--- config.mk ---
export PLATFORM = sky130hd
export DESIGN_NAME = pwl_act_stream
export DESIGN_NICKNAME = d
export VERILOG_FILES = /design/src/rtl/pwl_act_pkg.sv /design/src/rtl/pwl_seg_select.sv /design/src/rtl/pwl_act_stream.sv
export SDC_FILE = /design/constraint.sdc
export NUM_CORES = 2
export LEC_CHECK = 0
export ABC_AREA = 1
export BUFFER_PORTS_ARGS = -buffer_cell sky130_fd_sc_hd__clkbuf_2
export CAP_MARGIN = 20
export CORE_UTILIZATION = 25
export CTS_CLUSTER_DIAMETER = 40
export DETAILED_ROUTE_END_ITERATION = 8
export HOLD_SLACK_MARGIN = 0.06
export SLEW_MARGIN = 20
export SYNTH_ARGS = -nofsm -noshare
export SYNTH_HDL_FRONTEND = slang
export SYNTH_SLANG_ARGS = --single-unit
--- constraint.sdc ---
create_clock -name clk -period 7.65 [get_ports clk]
set_clock_uncertainty 0.05 [all_clocks]
set_input_delay 0.3825 -clock clk [delete_from_list [all_inputs] [get_ports clk]]
set_output_delay 0.3825 -clock clk [all_outputs]
set_load 0.01 [all_outputs]
--- src/rtl/pwl_act_pkg.sv ---
// pwl_act_pkg: shared definitions for the piecewise-linear activation stream.
//   cfg_sel_e        - table select encodings for the configuration port
//   DEF_*_H          - reset-default table constants, in units of 0.5 (2^(FRAC_W-1))
//   pwl_sat()        - clamp a wide signed value to a signed w-bit range
package pwl_act_pkg;

  typedef enum logic [1:0] {
    CFG_BP    = 2'd0,
    CFG_SLOPE = 2'd1,
    CFG_ICPT  = 2'd2,
    CFG_NONE  = 2'd3
  } cfg_sel_e;

  // Hard-tanh defaults expressed in half-units so they scale with FRAC_W.
  localparam int DEF_BP_LO_H  = -1;  // bp[0]         = -0.5
  localparam int DEF_BP_HI_H  = 1;   // bp[1..]       = +0.5
  localparam int DEF_M_RAMP_H = 4;   // m[1]          = 2.0
  localparam int DEF_C_LO_H   = -2;  // c[0]          = -1.0
  localparam int DEF_C_HI_H   = 2;   // c[2..]        = +1.0

  function automatic logic signed [63:0] pwl_sat(input logic signed [63:0] v,
                                                 input int unsigned      w);
    logic signed [63:0] hi;
    logic signed [63:0] lo;
    hi = (64'sd1 <<< (w - 1)) - 64'sd1;
    lo = -(64'sd1 <<< (w - 1));
    if (v > hi)      return hi;
    else if (v < lo) return lo;
    return v;
  endfunction

endpackage

--- src/rtl/pwl_seg_select.sv ---
// pwl_seg_select: segment index for a sample, the number of breakpoints
// the sample is greater than or equal to (signed compare).
//   i_x   - signed sample
//   i_bp  - breakpoint table, NUM_SEG-1 signed entries
//   o_seg - segment index 0..NUM_SEG-1
module pwl_seg_select #(
  parameter int DATA_W  = 16,
  parameter int NUM_SEG = 8
) (
  input  logic [DATA_W-1:0]                i_x,
  input  logic [NUM_SEG-2:0][DATA_W-1:0]   i_bp,
  output logic [$clog2(NUM_SEG)-1:0]       o_seg
);

  localparam int SEG_W = $clog2(NUM_SEG);

  always_comb begin
    o_seg = '0;
    for (int unsigned i = 0; i < NUM_SEG - 1; i++) begin
      if ($signed(i_x) >= $signed(i_bp[i])) o_seg = o_seg + SEG_W'(1);
    end
  end

endmodule

--- src/rtl/pwl_act_stream.sv ---
// pwl_act_stream: streaming piecewise-linear activation,
//   y = sat(((m[s]*x + 2^(FRAC_W-1)) >>> FRAC_W) + c[s])
// Three pipeline stages (select/capture, multiply, round/add/saturate), all
// advancing together whenever the output register can take new data.
// Ports:
//   clk, rst_n                      - clock, async active-low reset
//   in_data/in_valid/in_ready       - sample input stream
//   out_data/out_valid/out_ready    - result output stream
//   cfg_we/cfg_sel/cfg_addr/cfg_data- table write port (sel 0=bp,1=m,2=c,3=none)
//   sat_clr/sat_cnt                 - saturation counter, only with PWL_SAT_CNT_EN
// Optional feature macro: PWL_SAT_CNT_EN
module pwl_act_stream
  import pwl_act_pkg::*;
#(
  parameter int DATA_W  = 16,
  parameter int FRAC_W  = 12,
  parameter int NUM_SEG = 8
) (
  input  logic              clk,
  input  logic              rst_n,
  input  logic [DATA_W-1:0] in_data,
  input  logic              in_valid,
  output logic              in_ready,
  output logic [DATA_W-1:0] out_data,
  output logic              out_valid,
  input  logic              out_ready,
  input  logic              cfg_we,
  input  logic [1:0]        cfg_sel,
  input  logic [3:0]        cfg_addr,
  input  logic [DATA_W-1:0] cfg_data
`ifdef PWL_SAT_CNT_EN
  ,
  input  logic              sat_clr,
  output logic [15:0]       sat_cnt
`endif
);

  localparam int SEG_W  = $clog2(NUM_SEG);
  localparam int PROD_W = 2 * DATA_W;
  localparam int SUM_W  = 2 * DATA_W + 1;
  localparam int HALF   = 1 << (FRAC_W - 1);

  localparam logic [DATA_W-1:0] BP_LO  = DATA_W'(DEF_BP_LO_H * HALF);
  localparam logic [DATA_W-1:0] BP_HI  = DATA_W'(DEF_BP_HI_H * HALF);
  localparam logic [DATA_W-1:0] M_RAMP = DATA_W'(DEF_M_RAMP_H * HALF);
  localparam logic [DATA_W-1:0] C_LO   = DATA_W'(DEF_C_LO_H * HALF);
  localparam logic [DATA_W-1:0] C_HI   = DATA_W'(DEF_C_HI_H * HALF);
  localparam logic signed [SUM_W-1:0] RND = SUM_W'(HALF);

  logic [NUM_SEG-2:0][DATA_W-1:0] r_bp;
  logic [NUM_SEG-1:0][DATA_W-1:0] r_m;
  logic [NUM_SEG-1:0][DATA_W-1:0] r_c;

  logic [31:0]       w_addr;
  logic              w_adv;
  logic [SEG_W-1:0]  w_seg;

  logic                     r_v1;
  logic signed [DATA_W-1:0] r_x1;
  logic signed [DATA_W-1:0] r_m1;
  logic signed [DATA_W-1:0] r_c1;
  logic                     r_v2;
  logic signed [PROD_W-1:0] r_prod2;
  logic signed [DATA_W-1:0] r_c2;
  logic                     r_ov;
  logic [DATA_W-1:0]        r_out;

  logic signed [SUM_W-1:0]  w_pext;
  logic signed [SUM_W-1:0]  w_rnd;
  logic signed [SUM_W-1:0]  w_shr;
  logic signed [SUM_W-1:0]  w_cext;
  logic signed [SUM_W-1:0]  w_sum;
  logic signed [63:0]       w_sum64;
  logic [DATA_W-1:0]        w_sat;

  assign w_addr    = {28'd0, cfg_addr};
  assign w_adv     = !r_ov || out_ready;
  assign in_ready  = w_adv;
  assign out_valid = r_ov;
  assign out_data  = r_out;

  // Coefficient tables; a write lands at the edge, so a sample accepted in
  // the same cycle still sees the old contents through the S1 capture.
  always_ff @(posedge clk or negedge rst_n) begin
    if (!rst_n) begin
      for (int unsigned i = 0; i < NUM_SEG - 1; i++)
        r_bp[i] <= (i == 0) ? BP_LO : BP_HI;
      for (int unsigned i = 0; i < NUM_SEG; i++) begin
        r_m[i] <= (i == 1) ? M_RAMP : '0;
        r_c[i] <= (i == 0) ? C_LO : ((i == 1) ? '0 : C_HI);
      end
    end else if (cfg_we) begin
      case (cfg_sel_e'(cfg_sel))
        CFG_BP:
          for (int unsigned i = 0; i < NUM_SEG - 1; i++)
            if (w_addr == i) r_bp[i] <= cfg_data;
        CFG_SLOPE:
          for (int unsigned i = 0; i < NUM_SEG; i++)
            if (w_addr == i) r_m[i] <= cfg_data;
        CFG_ICPT:
          for (int unsigned i = 0; i < NUM_SEG; i++)
            if (w_addr == i) r_c[i] <= cfg_data;
        default: ;
      endcase
    end
  end

  pwl_seg_select #(
    .DATA_W  (DATA_W),
    .NUM_SEG (NUM_SEG)
  ) u_seg (
    .i_x   (in_data),
    .i_bp  (r_bp),
    .o_seg (w_seg)
  );

  // S3 arithmetic kept in separate signed wires so the shift stays arithmetic.
  assign w_pext  = {r_prod2[PROD_W-1], r_prod2};
  assign w_rnd   = w_pext + RND;
  assign w_shr   = w_rnd >>> FRAC_W;
  assign w_cext  = {{(SUM_W - DATA_W){r_c2[DATA_W-1]}}, r_c2};
  assign w_sum   = w_shr + w_cext;
  assign w_sum64 = {{(64 - SUM_W){w_sum[SUM_W-1]}}, w_sum};
  assign w_sat   = DATA_W'(pwl_sat(w_sum64, DATA_W));

  always_ff @(posedge clk or negedge rst_n) begin
    if (!rst_n) begin
      r_v1    <= 1'b0;
      r_x1    <= '0;
      r_m1    <= '0;
      r_c1    <= '0;
      r_v2    <= 1'b0;
      r_prod2 <= '0;
      r_c2    <= '0;
      r_ov    <= 1'b0;
      r_out   <= '0;
    end else if (w_adv) begin
      r_v1 <= in_valid;
      if (in_valid) begin
        r_x1 <= in_data;
        r_m1 <= r_m[w_seg];
        r_c1 <= r_c[w_seg];
      end
      r_v2 <= r_v1;
      if (r_v1) begin
        r_prod2 <= r_x1 * r_m1;
        r_c2    <= r_c1;
      end
      r_ov <= r_v2;
      if (r_v2) r_out <= w_sat;
    end
  end

`ifdef PWL_SAT_CNT_EN
  logic        w_clip;
  logic        r_clip3;
  logic [15:0] r_sat_cnt;

  assign w_clip  = (w_sum64 != pwl_sat(w_sum64, DATA_W));
  assign sat_cnt = r_sat_cnt;

  // Clip flag travels with the output register so only real handshakes count.
  always_ff @(posedge clk or negedge rst_n) begin
    if (!rst_n) begin
      r_clip3   <= 1'b0;
      r_sat_cnt <= '0;
    end else begin
      if (w_adv && r_v2) r_clip3 <= w_clip;
      if (sat_clr)
        r_sat_cnt <= '0;
      else if (r_ov && out_ready && r_clip3 && (r_sat_cnt != '1))
        r_sat_cnt <= r_sat_cnt + 16'd1;
    end
  end
`endif

endmodule
==> reports/summary.txt <==
======================================================================================
Worst-skew pair later-pin latency                                              0.67 ns
Initial cell density of the core                                                25.16%
Clock transition at path regs                                                  0.06 ns
Global Route Usage Sum                                                          13.88%
Worst setup path start                                                        r_x1[13]
Post_cts resized                                                                     0
Most frequent standard cell in the layout excluding fill and tap cells    sky130_fd_sc_hd__nand2_1
TritonCTS buffer count                                                              72
Startpoint type of the worst setup path                                       register
Fraction of the yosys area taken by sequential cells                            33.76%
Yosys cell types                                                                    46
Detailed placer's ending HPWL                                                 67.37 mm
Vias per cell                                                                    4.377
Setup slack on the worst flop-to-flop path                                     0.91 ns
Maximum fanout along the worst path                                                 17
H-tree Lvls                                                                          3
TritonCTS clock tree                                                              done
Average size of a mapped cell                                                7.771 um2
Global-route congestion overflow total                                               0
IO buf count                                                                        60
Worst hold path class                                                     input pin to register
Die width                                                                     376.5 um
Most frequent cells in the layout                                         sky130_fd_sc_hd__nand2_1 (1216), sky130_fd_sc_hd__inv_1 (935), sky130_fd_sc_hd__dfrtp_1 (450)
Ratio of final minimum period to clock period                                   88.06%
Final critical delay including setup and external delays                      6.737 ns
Final Hold Vio Count                                                                 0
Pin slew with the least headroom to its limit                                 1.106 ns
Area growth syn-to-layout                                                       13.74%
Launch point of the worst hold path                                        in_data[13]
DRT antenna net count                                                                0
Share of cells above drive strength 1                                           6.982%
Fin nets                                                                          4990
Post-synthesis cell count                                                         4513
Final antenna diode count                                                            0
Number of storage elements in the synthesis netlist                                472
DIE AREA                                                                    0.1418 mm2
Reg2reg end                                                                r_prod2[26]
CP Class                                                                  register to register
Post-CTS repair timing setup buffer count                                            0
FILL cells                                                                      14.90k
Sum of negative setup slack                                                       0 ns
Arrival time reported for the critical path endpoint                           7.18 ns
Largest net degree at the start of global routing                                  137
Register-to-Register Path Depth                                                     23
Initial antenna violation count                                                      3
Vertical die dimension                                                        376.5 um
Routed length per placed instance                                             15.03 um
Initial drt markers                                                               2034
Number of global-route vias before repair                                       27.69k
Max frequency                                                               0.1484 GHz
Worst reg2reg path startpoint                                                 r_x1[13]
Final setup violating endpoints                                                      0
Area fraction of the dominant cell type after synthesis                         32.11%
Number of sinks driven by the clock tree                                           472
Number of primary I/O pins                                                          61
Dominant cells by area after synthesis                                    sky130_fd_sc_hd__dfrtp_1 (32%), sky130_fd_sc_hd__fa_1 (15%), sky130_fd_sc_hd__nand2_1 (13%)
Worst rel slew slack                                                            26.02%
Weighted congestion reported at the end of routability-driven placement         0.8612
Cell accounting for the most synthesized area                             sky130_fd_sc_hd__dfrtp_1
CP Data Required Time                                                          8.09 ns
Total number of vias                                                            28.02k
Max-Cap Viols                                                                        0
Standard cell core area                                                     0.1394 mm2
Syn. warnings                                                                        0
CTS root buffer                                                           sky130_fd_sc_hd__clkbuf_16
Bufs on Longest Clock Path                                                           3
DRC                                                                                  0
Final wirelength                                                              96.25 mm
Unrepaired setup endpoints after global routing                                     no
First-pass GRT wire length                                                    155.8 mm
Number of rows in the core area                                                    137
Synthesized netlist net count                                                     5037
Run status                                                                finished, final reports clean
CP endpoint kind                                                              register
Crit path capture                                                          r_prod2[26]
Area of the mapped netlist                                                 0.03507 mm2
Detailed-routing iteration count for the pre-antenna-repair pass                     5
Max Slew Vio Count                                                                   0
======================================================================================
[how the worst min path moves through the flow]
stage / to / slack, ns / cells after the start
finish: r_x1[13] / 0.17 / 3
global route: r_x1[13] / 0.17 / 3
CTS: r_x1[13] / 0.14 / 3
detailed placement: out_valid / 0.41 / 2
global placement: out_valid / 0.40 / 2
floorplan: out_data[0] / 0.04 / 0
[cell usage after synthesis, drive strengths merged]
| library cell | instances |
|---|---|
| o311ai | 1 |
| a21o | 2 |
| a21boi | 3 |
| o21ai | 425 |
| xor2 | 28 |
| inv | 937 |
| nor3b | 1 |
| nand3b | 4 |
| ha | 219 |
| o21a | 5 |
| o211ai | 1 |
| buf | 45 |
| o21bai | 2 |
| xnor2 | 28 |
| o211a | 1 |
| nor3 | 21 |
| o311a | 1 |
| nor2b | 1 |
| a211oi | 5 |
| dfrtp | 450 |
| nand3 | 345 |
| a31oi | 10 |
| nor2 | 105 |
| nand2 | 1229 |
| or2 | 17 |
| a311oi | 1 |
| clkbuf | 189 |
| fa | 262 |
| o221ai | 3 |
| a21oi | 123 |
| nor4 | 4 |
| dfstp | 22 |
| o2111ai | 3 |
| o31ai | 1 |
| and2 | 1 |
| nand4 | 17 |
| a31o | 1 |
[logic make-up (layout without fill, tap and decap cells)]
logic type,Yosys count,count (layout),synth area share [%]
xor gates and xnor gates,56,56,1.399
adders and majority gates,481,481,22.77
and+or+nand+nor,1745,1745,20.50
buffers and inverters,1171,1184,12.88
AOI/OAI and AO/OA,588,588,8.687
DFF,472,472,33.76
[flip-flops by register name, summed over array words and instances, names as in the netlist, 16 cells and up]
signal,flops
r_c,128
r_prod2,21
r_m,128
r_bp,112
r_m1,16
r_c2,16
out_data,16
r_x1,16
r_c1,16
[metrics by stage]
step           instance area (um2)  hold WS [ns]  std cells  util, %  worst slack (ns)
2_1_floorplan                35070       0.03691       4513        -             1.571
3_3_place_gp                 37180        0.3998       6265    26.68            0.9595
3_5_place_dp                 37190        0.4093       6265    26.69             1.020
4_1_cts                      39810        0.1359       6401    28.56            0.9720
5_1_grt                      39890        0.1661       6402    28.62            0.5041
6_report                     39890        0.1743       6402    28.62            0.9134
[repair_timing]
item                       CTS  global route
hold buffers                 2             0
setup endpoints to repair    0             0
hold endpoints to repair    94             0
[cell type report]
class | instances | area [um2] | share of cell area, %
Tap cell | 1876 | 2347 | 5.885
Timing Repair Buffer | 113 | 783.3 | 1.964
Clock inverter | 55 | 738.2 | 1.851
Multi-Input combinational cell | 2870 | 18810 | 47.15
Inverter | 937 | 3517 | 8.817
Clock buffer | 79 | 1858 | 4.658
Sequential cell | 472 | 11840 | 29.68
[worst max-delay path, cell delays in order (launching register included)]
cell	delay, ns
sky130_fd_sc_hd__dfrtp_1	0.90
sky130_fd_sc_hd__nand2_1	0.17
sky130_fd_sc_hd__fa_1	0.56
sky130_fd_sc_hd__fa_1	0.52
sky130_fd_sc_hd__fa_1	0.56
sky130_fd_sc_hd__inv_1	0.06
sky130_fd_sc_hd__fa_1	0.49
sky130_fd_sc_hd__fa_1	0.49
sky130_fd_sc_hd__inv_1	0.05
sky130_fd_sc_hd__fa_1	0.47
sky130_fd_sc_hd__inv_1	0.04
sky130_fd_sc_hd__ha_1	0.32
sky130_fd_sc_hd__a21oi_1	0.16
sky130_fd_sc_hd__inv_1	0.09
sky130_fd_sc_hd__nor2_1	0.31
sky130_fd_sc_hd__o21ai_0	0.14
sky130_fd_sc_hd__a31o_2	0.29
sky130_fd_sc_hd__nand3_1	0.07
sky130_fd_sc_hd__o311ai_0	0.19
sky130_fd_sc_hd__nand3_1	0.12
sky130_fd_sc_hd__nand2_1	0.06
sky130_fd_sc_hd__or2_2	0.27
sky130_fd_sc_hd__nand3_1	0.07
sky130_fd_sc_hd__o21ai_0	0.08
[layer usage]
layer  up-vias  GRT usage [%]  part of all wire, %
met5         -              0                0.042
met4         6          4.165                  2.3
met3       129          1.750                  4.7
met2       587          23.55                   48
met1     13620          18.34                   45
li1      13680              -                    -
Power is not shown: default switching activity piles up to over one toggle a cycle in this logic, so the estimate is an artifact.
